File: src/rtl/aes_avalon_regs_if.sv
// Avalon-MM slave bus bundle between software and the AES register front end.
interface aes_avalon_regs_if;
   logic        AVL_CS;
   logic        AVL_READ;
   logic        AVL_WRITE;
   logic [3:0]  AVL_ADDR;
   logic [3:0]  AVL_BYTE_EN;
   logic [31:0] AVL_WRITEDATA;
   logic [31:0] AVL_READDATA;

   modport master (
      output AVL_CS, AVL_READ, AVL_WRITE, AVL_ADDR, AVL_BYTE_EN, AVL_WRITEDATA,
      input  AVL_READDATA
   );

   modport slave (
      input  AVL_CS, AVL_READ, AVL_WRITE, AVL_ADDR, AVL_BYTE_EN, AVL_WRITEDATA,
      output AVL_READDATA
   );
endinterface

File: src/rtl/aes_avalon_regs.sv
// Register front end for the AES decryption core: key/ciphertext load,
// start/done handshake with timeout, plaintext capture and status.
module aes_avalon_regs #(
   parameter int unsigned TIMEOUT_CYCLES = 1000
) (
   input  logic                   CLK,
   input  logic                   RESET,
   aes_avalon_regs_if.slave       avl,
   output logic                   AES_START,
   input  logic                   AES_DONE,
   output logic [127:0]           AES_KEY,
   output logic [127:0]           AES_MSG_ENC,
   input  logic [127:0]           AES_MSG_DEC,
   output logic [31:0]            EXPORT_DATA
);

   localparam int unsigned CNT_W    = 16;
   localparam int unsigned WORD_W   = 32;
   localparam logic [CNT_W-1:0] TMO_LAST = CNT_W'(TIMEOUT_CYCLES - 1);
   localparam logic [3:0]  ADDR_CTRL   = 4'd14;
   localparam logic [3:0]  ADDR_STATUS = 4'd15;

   typedef enum logic [1:0] {
      S_IDLE = 2'd0,
      S_RUN  = 2'd1,
      S_FIN  = 2'd2
   } state_e;

   state_e              state_q;
   logic [WORD_W-1:0]   rw_q  [8];
   logic [WORD_W-1:0]   dec_q [4];
   logic [CNT_W-1:0]    cnt_q;
   logic                done_q;
   logic                tmo_q;
   logic                start_q;
   logic [WORD_W-1:0]   rdata_q;

   logic [WORD_W-1:0]   wr_word_d;
   logic [WORD_W-1:0]   rdata_d;
   logic                busy_c;
   logic                wr_c;
   logic                rd_c;
   logic                ctrl_wr_c;
   logic                reg_wr_c;

   // Bus decode
   assign busy_c    = (state_q == S_RUN);
   assign wr_c      = avl.AVL_CS & avl.AVL_WRITE;
   assign rd_c      = avl.AVL_CS & avl.AVL_READ;
   assign ctrl_wr_c = wr_c & (avl.AVL_ADDR == ADDR_CTRL) & avl.AVL_BYTE_EN[0];
   assign reg_wr_c  = wr_c & ~avl.AVL_ADDR[3] & ~busy_c;

   // Byte-enable merge of write data into the addressed key/msg word
   always_comb begin
      wr_word_d = rw_q[avl.AVL_ADDR[2:0]];
      for (int i = 0; i < 4; i++) begin
         if (avl.AVL_BYTE_EN[i]) begin
            wr_word_d[8*i +: 8] = avl.AVL_WRITEDATA[8*i +: 8];
         end
      end
   end

   // Read mux, evaluated on pre-edge state so read+write returns the old value
   always_comb begin
      rdata_d = '0;
      if (!avl.AVL_ADDR[3]) begin
         rdata_d = rw_q[avl.AVL_ADDR[2:0]];
      end else if (avl.AVL_ADDR[3:2] == 2'b10) begin
         rdata_d = dec_q[avl.AVL_ADDR[1:0]];
      end else if (avl.AVL_ADDR == ADDR_CTRL) begin
         rdata_d = {31'b0, busy_c};
      end else if (avl.AVL_ADDR == ADDR_STATUS) begin
         rdata_d = {29'b0, tmo_q, busy_c, done_q};
      end
   end

   // Registers, read data and the IDLE/RUN/FIN control FSM
   always_ff @(posedge CLK) begin
      if (!RESET) begin
         state_q <= S_IDLE;
         for (int i = 0; i < 8; i++) rw_q[i] <= '0;
         for (int i = 0; i < 4; i++) dec_q[i] <= '0;
         cnt_q   <= '0;
         done_q  <= 1'b0;
         tmo_q   <= 1'b0;
         start_q <= 1'b0;
         rdata_q <= '0;
      end else begin
         if (rd_c) rdata_q <= rdata_d;
         if (reg_wr_c) rw_q[avl.AVL_ADDR[2:0]] <= wr_word_d;

         case (state_q)
            S_IDLE: begin
               if (ctrl_wr_c && avl.AVL_WRITEDATA[0]) begin
                  state_q <= S_RUN;
                  start_q <= 1'b1;
                  cnt_q   <= '0;
                  done_q  <= 1'b0;
                  tmo_q   <= 1'b0;
               end
            end
            S_RUN: begin
               cnt_q <= cnt_q + CNT_W'(1);
               // Done wins over a timeout landing on the same edge
               if (AES_DONE) begin
                  dec_q[0] <= AES_MSG_DEC[127:96];
                  dec_q[1] <= AES_MSG_DEC[95:64];
                  dec_q[2] <= AES_MSG_DEC[63:32];
                  dec_q[3] <= AES_MSG_DEC[31:0];
                  done_q   <= 1'b1;
                  start_q  <= 1'b0;
                  state_q  <= S_FIN;
               end else if (cnt_q == TMO_LAST) begin
                  done_q  <= 1'b1;
                  tmo_q   <= 1'b1;
                  start_q <= 1'b0;
                  state_q <= S_FIN;
               end
            end
            S_FIN: begin
               if (ctrl_wr_c) begin
                  done_q <= 1'b0;
                  tmo_q  <= 1'b0;
                  if (avl.AVL_WRITEDATA[0]) begin
                     state_q <= S_RUN;
                     start_q <= 1'b1;
                     cnt_q   <= '0;
                  end else begin
                     state_q <= S_IDLE;
                  end
               end
            end
            default: begin
               state_q <= S_IDLE;
               start_q <= 1'b0;
            end
         endcase
      end
   end

   assign avl.AVL_READDATA = rdata_q;
   assign AES_START        = start_q;
   assign AES_KEY          = {rw_q[0], rw_q[1], rw_q[2], rw_q[3]};
   assign AES_MSG_ENC      = {rw_q[4], rw_q[5], rw_q[6], rw_q[7]};
   assign EXPORT_DATA      = {rw_q[0][31:16], rw_q[3][15:0]};

endmodule

File: src/flat_wrapper.sv
// flat-port wrapper written by rule: the top's interface ports become plain ports
module aes_avalon_regs_flat 
#(
   parameter int unsigned TIMEOUT_CYCLES = 1000
)
  (CLK, RESET, AES_START, AES_DONE, AES_KEY, AES_MSG_ENC, AES_MSG_DEC, EXPORT_DATA, avl_AVL_CS, avl_AVL_READ, avl_AVL_WRITE, avl_AVL_ADDR, avl_AVL_BYTE_EN, avl_AVL_WRITEDATA, avl_AVL_READDATA);
  aes_avalon_regs_if avl_i ();
  input  logic CLK;
  input  logic RESET;
  output logic AES_START;
  input  logic AES_DONE;
  output logic [127:0] AES_KEY;
  output logic [127:0] AES_MSG_ENC;
  input  logic [127:0] AES_MSG_DEC;
  output logic [31:0] EXPORT_DATA;
  input wire logic [$bits(avl_i.AVL_CS)-1:0] avl_AVL_CS;
  input wire logic [$bits(avl_i.AVL_READ)-1:0] avl_AVL_READ;
  input wire logic [$bits(avl_i.AVL_WRITE)-1:0] avl_AVL_WRITE;
  input wire logic [$bits(avl_i.AVL_ADDR)-1:0] avl_AVL_ADDR;
  input wire logic [$bits(avl_i.AVL_BYTE_EN)-1:0] avl_AVL_BYTE_EN;
  input wire logic [$bits(avl_i.AVL_WRITEDATA)-1:0] avl_AVL_WRITEDATA;
  output wire logic [$bits(avl_i.AVL_READDATA)-1:0] avl_AVL_READDATA;
  assign avl_i.AVL_CS = avl_AVL_CS;
  assign avl_i.AVL_READ = avl_AVL_READ;
  assign avl_i.AVL_WRITE = avl_AVL_WRITE;
  assign avl_i.AVL_ADDR = avl_AVL_ADDR;
  assign avl_i.AVL_BYTE_EN = avl_AVL_BYTE_EN;
  assign avl_i.AVL_WRITEDATA = avl_AVL_WRITEDATA;
  assign avl_AVL_READDATA = avl_i.AVL_READDATA;
  aes_avalon_regs #(.TIMEOUT_CYCLES(TIMEOUT_CYCLES)) u_core (.CLK(CLK), .RESET(RESET), .avl(avl_i), .AES_START(AES_START), .AES_DONE(AES_DONE), .AES_KEY(AES_KEY), .AES_MSG_ENC(AES_MSG_ENC), .AES_MSG_DEC(AES_MSG_DEC), .EXPORT_DATA(EXPORT_DATA));
endmodule
File: config.mk
export PLATFORM = sky130hd
export DESIGN_NAME = aes_avalon_regs_flat
export DESIGN_NICKNAME = d
export VERILOG_FILES = /design/src/rtl/aes_avalon_regs_if.sv /design/src/rtl/aes_avalon_regs.sv /design/src/flat_wrapper.sv
export SDC_FILE = /design/constraint.sdc
export NUM_CORES = 1
export LEC_CHECK = 0
export BUFFER_PORTS_ARGS = -buffer_cell sky130_fd_sc_hd__buf_2
export CORE_MARGIN = 2
export CORE_UTILIZATION = 45
export DETAILED_ROUTE_END_ITERATION = 16
export PLACE_DENSITY = 0.69
export SLEW_MARGIN = 0
export SYNTH_ARGS = -nofsm -noshare
export SYNTH_HDL_FRONTEND = slang
export SYNTH_SLANG_ARGS = --single-unit
File: constraint.sdc
create_clock -name CLK -period 9.2 [get_ports CLK]
set_clock_uncertainty 0.1 [all_clocks]
set_input_delay 0.92 -clock CLK [delete_from_list [all_inputs] [get_ports CLK]]
set_output_delay 0.92 -clock CLK [all_outputs]
set_load 0.05 [all_outputs]
==> out/results.env, run 1 <==
STATUS='finished, final reports clean'
LAYOUT_MIN_CYCLE_TIME_NS=4.37
CTSHTREEMAXLEVEL=2
CTS.SINK_COUNT=437
VIAS_PER_CELL=5.70
ASYNC_FLOP_SHARE=0
MAX-VDD-IR-DROP_mV=0.143
INITIAL_STANDARD_CELL_UTILIZATION_OF_THE_CORE=0.456
SYNTH_COMPOUND_GATE_AREA_SHARE=0.103
FIN_NETS=2148
DETAILEDROUTE.FIRSTITERATIONVIOLATIONS=1325
PIN_COUNT=495
ROUTABILITY_CONG=0.881
CP-END-KIND='flop'
SETUP_VIOLATIONS=0
P_LEAK_uW=0.00998
SEQ_AREA_UM2=12600
ROUTED_WL_UM=65900
GLOBAL_ROUTE.USAGE.TOTAL=0.272
DRV.MAX_CAP_VIOLATION_COUNT=0
SYNTH_EDF_COUNT=384
CTS-BUFFERS-INSERTED=46
FIRST_GLOBAL_VIAS=14500
SYNTH_FP_NETS=1738
IO_BUFFERS=494
DIEAREA_UM2=46600
GRT_ANTENNA_BEFORE_REPAIR=3
WORST_PIN_SLEW_NS=1.26
DETAIL_ROUTE.FIRST_PASS.ITERATIONS=5
SYN-MEAN-INSTANCE-AREA_UM2=12.9
MIN_PERIOD_OVER_PERIOD=0.475
DPL.CELL_COUNT=2517
POST_SYNTH_NUM_CELL_TYPES=61
POST_CTS_BUFFERS=0
ACHIEVABLE-FREQUENCY_GHz=0.229
NUMBER_OF_WARNING_MESSAGES_IN_THE_YOSYS_LOG=0
ADDER_CELL_SHARE_OF_THE_SYNTHESIZED_AREA=0.000620
POST_SYNTH_INST_COUNT=1563
HOLDCRITPATHCLASS='flop to flop'
CRITICAL_PATH_CLASS='primary input to flop'
AREAGROWTHSYNTHTOFINISH_PCT=20.1
POST_SYNTH_MUX_AREA_SHARE=0.0963
SETUP_REPAIR_AFTER_GLOBAL_ROUTING_MISSED_ITS_MARGIN='no'
CLOCK_TREE_FROM_TRITONCTS='yes'
CTS.ROOT.BUFFER_CELL='sky130_fd_sc_hd__clkbuf_16'
WORSTPATHARRIVAL_NS=4.46
GRT_MAX_DEGREE=129
FINISH.CELL_COUNT_WITHOUT_FILLERS=2604
CP.REQUIRED_NS=9.29
VIAS=14900
WORST_SETUP_PATH_START_KIND='primary input'
POST_SYNTH_INSTANCE_AREA_UM2=20200
HOLD_BUFFERS=0
CP_MAX_FO=46
NUM-FILL-CELLS=3762
DETAILEDPLACEMENTHPWL_UM=45900
DIE_HT_UM=216
DIEWIDTH_UM=216
POSTSYNTH.TOPFLOPCELL='sky130_fd_sc_hd__edfxtp_1'
NUM_ROWS=77
DRC_VIOLATION_COUNT_AFTER_ROUTING=0
CTS-ROOT-TO-SINK-BUFFERS=3
GR-TOTAL-OVERFLOW=0
ANTENNA_LEFT=0
MULTI_INPUT_COMB_AREA_UM2=6880
LAYOUT-DRIVE-GT1-SHARE=0.324
MOST-COMMON-LAYOUT-CELLS='sky130_fd_sc_hd__buf_2 (491), sky130_fd_sc_hd__edfxtp_1 (384), sky130_fd_sc_hd__nor2_1 (299)'
CRIT_CHAIN='buf_4 > buf_4 > nor4b_4 > nand2b_2 > nand2_2'
MOST_COMMON_LIBRARY_CELL_IN_THE_LAYOUT_IGNORING_FILL_AND_TAPS='sky130_fd_sc_hd__buf_2'
SYNTH_SEQUENTIAL_AREA_RATIO=0.624
MOST_USED_CELL_CP='sky130_fd_sc_hd__buf_4'
POSTCTSRESIZEDCELLS=0
CLOCK_PIN_SLEW_OF_THE_REGISTERS_ON_THE_WORST_CASE_SETUP_AND_HOLD_PATHS_NS=0.06
SYNTHXORXNORAREAFRAC=0.00217
POWER-PER-CELL-AREA_nW_PER_UM2=194
SETUP_TNS_NS=0
FIRST_PASS_GRT_WIRE_LENGTH_UM=93300
WORSTSKEWPAIRLATENCY_NS=0.58
CORE_REGION_AREA_UM2=44200
DRT-WIRELENGTH-PER-CELL_UM=25.3
LARGEST_FAMILY_OF_LOGIC_CELLS_BY_SYNTHESIZED_AREA='simple AND/OR/NAND/NOR gates'
SYNTH_SIMPLE_GATE_AREA_SHARE=0.136
CRIT_SLOWEST_CELL='sky130_fd_sc_hd__nand2_2'
SLOWEST_DELAY_NS=1.03
SYNTH-SEQ-CELLS=437
SLEW_VIOL_FINAL=0
WORST_PATH_DOMINANT_CELL_FAMILY='simple AND/OR/NAND/NOR gates'
CRITICAL_PATH_BUF_INV_COUNT=2
SLEW-LIMIT-HEADROOM=0.161
TIMING_HOLD_VIOLATIONS_FINAL=0
## power by group
part / leakage (uW) / switching (uW) / internal (uW) / total (uW)
clock: 0.000692 / 769 / 1020 / 1790
combinational: 0.00488 / 474 / 156 / 629
sequential: 0.00441 / 49.8 / 2230 / 2280
total: 0.00998 / 1290 / 3410 / 4700
## path summary, 6_finish.rpt
path	from	end	slack, ns	cells after the start
max	avl_AVL_ADDR[2]	u_core.rw_q[5][29]	4.83	5
min	u_core.tmo_q	u_core.tmo_q	0.37	2
max reg2reg	u_core.state_q[0]	u_core.rw_q[1][18]	5.44	4
min reg2reg	u_core.tmo_q	u_core.tmo_q	0.37	2
## cell usage after synthesis, types with 4 or more instances
library cell / count / share of area
sky130_fd_sc_hd__edfxtp_1: 384 / 0.57
sky130_fd_sc_hd__nor2_1: 299 / 0.056
sky130_fd_sc_hd__mux2i_1: 192 / 0.095
sky130_fd_sc_hd__and2_1: 130 / 0.040
sky130_fd_sc_hd__clkbuf_1: 58 / 0.011
sky130_fd_sc_hd__dfxtp_1: 53 / 0.053
sky130_fd_sc_hd__o22ai_1: 43 / 0.013
sky130_fd_sc_hd__buf_4: 42 / 0.016
sky130_fd_sc_hd__nand2b_1: 42 / 0.013
sky130_fd_sc_hd__buf_2: 39 / 0.0097
sky130_fd_sc_hd__a21oi_1: 35 / 0.0087
sky130_fd_sc_hd__nand2_1: 35 / 0.0065
sky130_fd_sc_hd__o221ai_1: 32 / 0.014
sky130_fd_sc_hd__o211ai_1: 31 / 0.012
sky130_fd_sc_hd__o31ai_4: 31 / 0.033
sky130_fd_sc_hd__o22ai_2: 22 / 0.014
sky130_fd_sc_hd__nand4_1: 10 / 0.0031
sky130_fd_sc_hd__nand3_1: 9 / 0.0022
sky130_fd_sc_hd__nor3_1: 7 / 0.0017
sky130_fd_sc_hd__o21ai_0: 5 / 0.0012
sky130_fd_sc_hd__and3_1: 4 / 0.0012
sky130_fd_sc_hd__inv_1: 4 / 0.00074
sky130_fd_sc_hd__o21a_1: 4 / 0.0015
## metrics by stage
| stage | instance area [um2] | setup WS (ns) | util | power [uW] | hold WS [ns] |
|---|---|---|---|---|---|
| 2_1_floorplan | 20200 | 4.40 | - | 2740 | 0.337 |
| 3_3_place_gp | 22800 | 4.43 | 0.516 | 2940 | 0.360 |
| 5_1_grt | 24200 | 4.75 | 0.548 | 4820 | 0.412 |
| 3_5_place_dp | 22800 | 4.34 | 0.516 | 2950 | 0.362 |
| 6_report | 24200 | 4.83 | 0.548 | 4700 | 0.374 |
| 4_1_cts | 24200 | 4.93 | 0.548 | 4710 | 0.377 |
## registers in the layout, summed over array words and instances, names as in the netlist
signal                   count
u_core.done_q                1
u_core.state_q               2
u_core.AES_START             1
u_core.avl.AVL_READDATA     32
u_core.cnt_q                16
u_core.rw_q                256
u_core.dec_q               128
u_core.tmo_q                 1
## worst min-delay path: stages (launching register included)
cell	delay (ns)
sky130_fd_sc_hd__dfxtp_1	0.33
sky130_fd_sc_hd__a21oi_1	0.04
sky130_fd_sc_hd__nor2_1	0.07
## routing by layer
layer,vias up,wire length [um],global-route usage
met4,2,2700,0.116
li1,6543,-,-
met5,-,27,0
met1,7358,25100,0.347
met2,819,32000,0.449
met3,133,6010,0.0575
## layout make-up
type	count	area share
Inverter	4	0.000619
Tap cell	592	0.0306
Multi-Input combinational cell	978	0.284
Sequential cell	437	0.520
Timing Repair Buffer	506	0.106
Clock buffer	60	0.0505
Clock inverter	25	0.00862
Antenna cell	2	0.000206
## logic make-up (layout without fill, tap and decap cells)
| logic type | count (synthesis) | count (layout) |
|---|---|---|
| flops | 437 | 437 |
| buf+inv | 148 | 595 |
| simple gates | 562 | 562 |
| fa+ha+maj | 1 | 1 |
| mux | 193 | 193 |
| compound gates | 217 | 217 |
| xor+xnor | 5 | 5 |
| other cells | 0 | 2 |
Power figures use the tool's default switching activity.
==> run 2: changes to the inputs <==
==> constraint.sdc (replaced) <==
create_clock -name CLK -period 4.1 [get_ports CLK]
set_clock_uncertainty 0.1 [all_clocks]
set_input_delay 0.41 -clock CLK [delete_from_list [all_inputs] [get_ports CLK]]
set_output_delay 0.41 -clock CLK [all_outputs]
set_load 0.05 [all_outputs]
==> run 2 against run 1 <==
Combinational power increased by 130%; non-clock buffer count increased by 67; core utilization increased by 1.3 points; routed wire length increased by 0.81%; final cell count increased by 2.5%; sequential power increased by 120%; die area unchanged; design area increased by 2.4%; global-route usage increased by 0.44 points; via count increased by 1.3%; largest cell class unchanged; largest power group unchanged.
==> out/results.env, run 2 (synthesized netlist as in run 1, its figures left out) <==
CTS.ROOT.BUFFER_CELL='sky130_fd_sc_hd__clkbuf_16'  # unchanged
DETAILEDPLACEMENTHPWL_UM=45800  # was 45900 um
CRIT_SLOWEST_CELL='sky130_fd_sc_hd__and3_2'  # was sky130_fd_sc_hd__nand2_2
POSTCTSRESIZEDCELLS=0  # unchanged
WORST_SETUP_PATH_START_KIND='flop'  # was primary input
SETUP_TNS_NS=0  # unchanged
HOLD_BUFFERS=41  # was 0
SETUP_VIOLATIONS=0  # unchanged
FIRST_GLOBAL_VIAS=14600  # was 14500
TIMING_HOLD_VIOLATIONS_FINAL=0  # unchanged
DETAIL_ROUTE.FIRST_PASS.ITERATIONS=5  # unchanged
CLOCK_PIN_SLEW_OF_THE_REGISTERS_ON_THE_WORST_CASE_SETUP_AND_HOLD_PATHS_NS=0.06  # about the same
PIN_COUNT=495  # unchanged
LAYOUT_MIN_CYCLE_TIME_NS=2.90
DRC_VIOLATION_COUNT_AFTER_ROUTING=0  # unchanged
ROUTABILITY_CONG=0.857  # was 0.881
GR-TOTAL-OVERFLOW=0  # unchanged
SETUP_REPAIR_AFTER_GLOBAL_ROUTING_MISSED_ITS_MARGIN='no'  # unchanged
P_LEAK_uW=0.0103  # was 0.00998 uW
FIN_NETS=2215  # was 2148
VIAS_PER_CELL=5.64  # was 5.70
CRITICAL_PATH_CLASS='flop to flop'  # was primary input to flop
VIAS=15100  # was 14900
INTPOWER_uW=7580  # was 3410 uW
POSTLAYOUTCELLAREA_UM2=24800  # was 24200 um2
NUM_ROWS=77  # unchanged
GROUTE.LAYER.MET2.USAGE=0.455  # was 0.449
SW_FRAC_OF_TOTAL=0.276  # was 0.275
DRV.MAX_CAP_VIOLATION_COUNT=0  # unchanged
WORSTPATHARRIVAL_NS=3.24  # was 4.46 ns
GLOBAL_ROUTE.USAGE.TOTAL=0.276  # was 0.272
CP.REQUIRED_NS=4.43  # was 9.29 ns
LARGEST_REG_FLOPS=256  # unchanged
CRIT_CHAIN='nor2b_1 > and3_2 > buf_4 > and2_1'  # was buf_4 > buf_4 > nor4b_4 > nand2b_2 > nand2_2
GRT_MAX_DEGREE=77  # was 129
CP-END-KIND='flop'  # unchanged
DIE_HT_UM=216  # unchanged
WHS_NS=0.0292  # was 0.374 ns
INITIAL_STANDARD_CELL_UTILIZATION_OF_THE_CORE=0.456  # unchanged
HOLDCRITPATHCLASS='primary input to flop'  # was flop to flop
ANTENNA_LEFT=0  # unchanged
CTS-BUFFERS-INSERTED=46  # unchanged
GRT-BUSIEST-LAYER='met2'  # unchanged
IO_BUFFERS=494  # unchanged
GRT_UTIL_MET3=0.0503  # was 0.0575
WORSTSKEWPAIRLATENCY_NS=0.58  # about the same
NETSWITCHINGPOWER_uW=2890  # was 1290 uW
DIEAREA_UM2=46600  # unchanged
GLOBALROUTEMET1UTIL=0.362  # was 0.347
DETAILEDROUTE.FIRSTITERATIONVIOLATIONS=1435  # was 1325
CLOCK_TREE_FROM_TRITONCTS='yes'  # unchanged
POST_CTS_BUFFERS=0  # unchanged
CTS.SINK_COUNT=437  # unchanged
WORST_PIN_SLEW_NS=1.15  # was 1.26 ns
STATUS='finished, final reports clean'  # unchanged
POWER_FRAC_COMB=0.139  # was 0.134
ROUTED_WL_UM=66400  # was 65900 um
REGISTERS.TOP_BY_FF_COUNT='u_core.rw_q'  # unchanged
DIEWIDTH_UM=216  # unchanged
FIRST_PASS_GRT_WIRE_LENGTH_UM=95000  # was 93300 um
SLOWEST_DELAY_NS=0.92  # was 1.03 ns
AREAGROWTHSYNTHTOFINISH_PCT=22.9  # was 20.1%
MIN_PERIOD_OVER_PERIOD=0.708
CTS-ROOT-TO-SINK-BUFFERS=3  # unchanged
MOST_COMMON_LIBRARY_CELL_IN_THE_LAYOUT_IGNORING_FILL_AND_TAPS='sky130_fd_sc_hd__buf_2'  # unchanged
CLOCK_POWER_SHARE=0.374  # was 0.382
CTSHTREEMAXLEVEL=2  # unchanged
MAX-VDD-IR-DROP_mV=0.317  # was 0.143 mV
LAYOUT-DRIVE-GT1-SHARE=0.327  # was 0.324
GRT_ANTENNA_BEFORE_REPAIR=3  # unchanged
DRT-WIRELENGTH-PER-CELL_UM=24.9  # was 25.3 um
DETAILED_PLACE.AREA_UM2=23000  # was 22800 um2
CP_MAX_FO=76  # was 46
SLEW-LIMIT-HEADROOM=0.233  # was 0.161
POWER-PER-CELL-AREA_nW_PER_UM2=422  # was 194 nW/um2
ACHIEVABLE-FREQUENCY_GHz=0.344
SEQ_POWER_SHARE=0.487  # was 0.485
DESIGN_POWER_TOTAL_uW=10500  # was 4700 uW
MOST-COMMON-LAYOUT-CELLS='sky130_fd_sc_hd__buf_2 (491), sky130_fd_sc_hd__edfxtp_1 (384), sky130_fd_sc_hd__nor2_1 (299)'  # unchanged
SLEW_VIOL_FINAL=0  # unchanged
CORE_REGION_AREA_UM2=44200  # unchanged
## run 2: changes by cell type in the layout (fill, tap and decap cells not counted), sizes merged
cell and change:
dlygate4sd3 +41, bufinv -2, clkinvlp -2, diode -1, clkbuf +1, clkinv +2, inv -1, buf +26
## run 2: per-layer routing
layer / routed length, um / part of all wire
met1: 26100 / 0.39
met2: 31900 / 0.48
met5: 0 / 0
met4: 2520 / 0.038
met3: 5920 / 0.089
## run 2: layout make-up
type | instances | area (um2)
Antenna cell | 1 | 2.50
Multi-Input combinational cell | 978 | 6880
Timing Repair Buffer | 573 | 3200
Inverter | 4 | 15.0
Sequential cell | 437 | 12600
Clock buffer | 61 | 1250
Tap cell | 592 | 741
Clock inverter | 22 | 131
Fill cell | 3673 | 19400
## run 2: metrics by stage
stage,cells,worst slack (ns),utilization
after floorplan,1563,1.09,-
after global placement,2543,1.06,0.521
after detailed placement,2543,1.03,0.521
after CTS,2667,1.12,0.561
after global routing,2667,0.959,0.561
final,2668,1.20,0.561
## run 2: final timing paths
kind                                   startpoint                   to  slack, ns  depth (start not counted)
worst max-delay path            u_core.state_q[0]  u_core.dec_q[1][29]       1.20                          4
worst min-delay path              AES_MSG_DEC[68]   u_core.dec_q[1][4]       0.03                          2
worst max register to register  u_core.state_q[0]  u_core.dec_q[1][29]       1.20                          4
worst min register to register       u_core.tmo_q         u_core.tmo_q       0.38                          2
## run 2: critical path: cells and delay by family, from the launching register on
kind | cells | cell delay [ns]
simple gates | 3 | 1.78
flops | 1 | 0.44
buf+inv | 1 | 0.40
## run 2: power groups by stage
| stage | clock [uW] | sequential, uW | combinational, uW |
|---|---|---|---|
| finish | 3910 | 5090 | 1460 |
| floorplan | 0 | 5580 | 568 |
| global route | 4140 | 5100 | 1520 |
| global placement | 0 | 5180 | 1420 |
| CTS | 3960 | 5090 | 1470 |
| detailed placement | 0 | 5180 | 1430 |
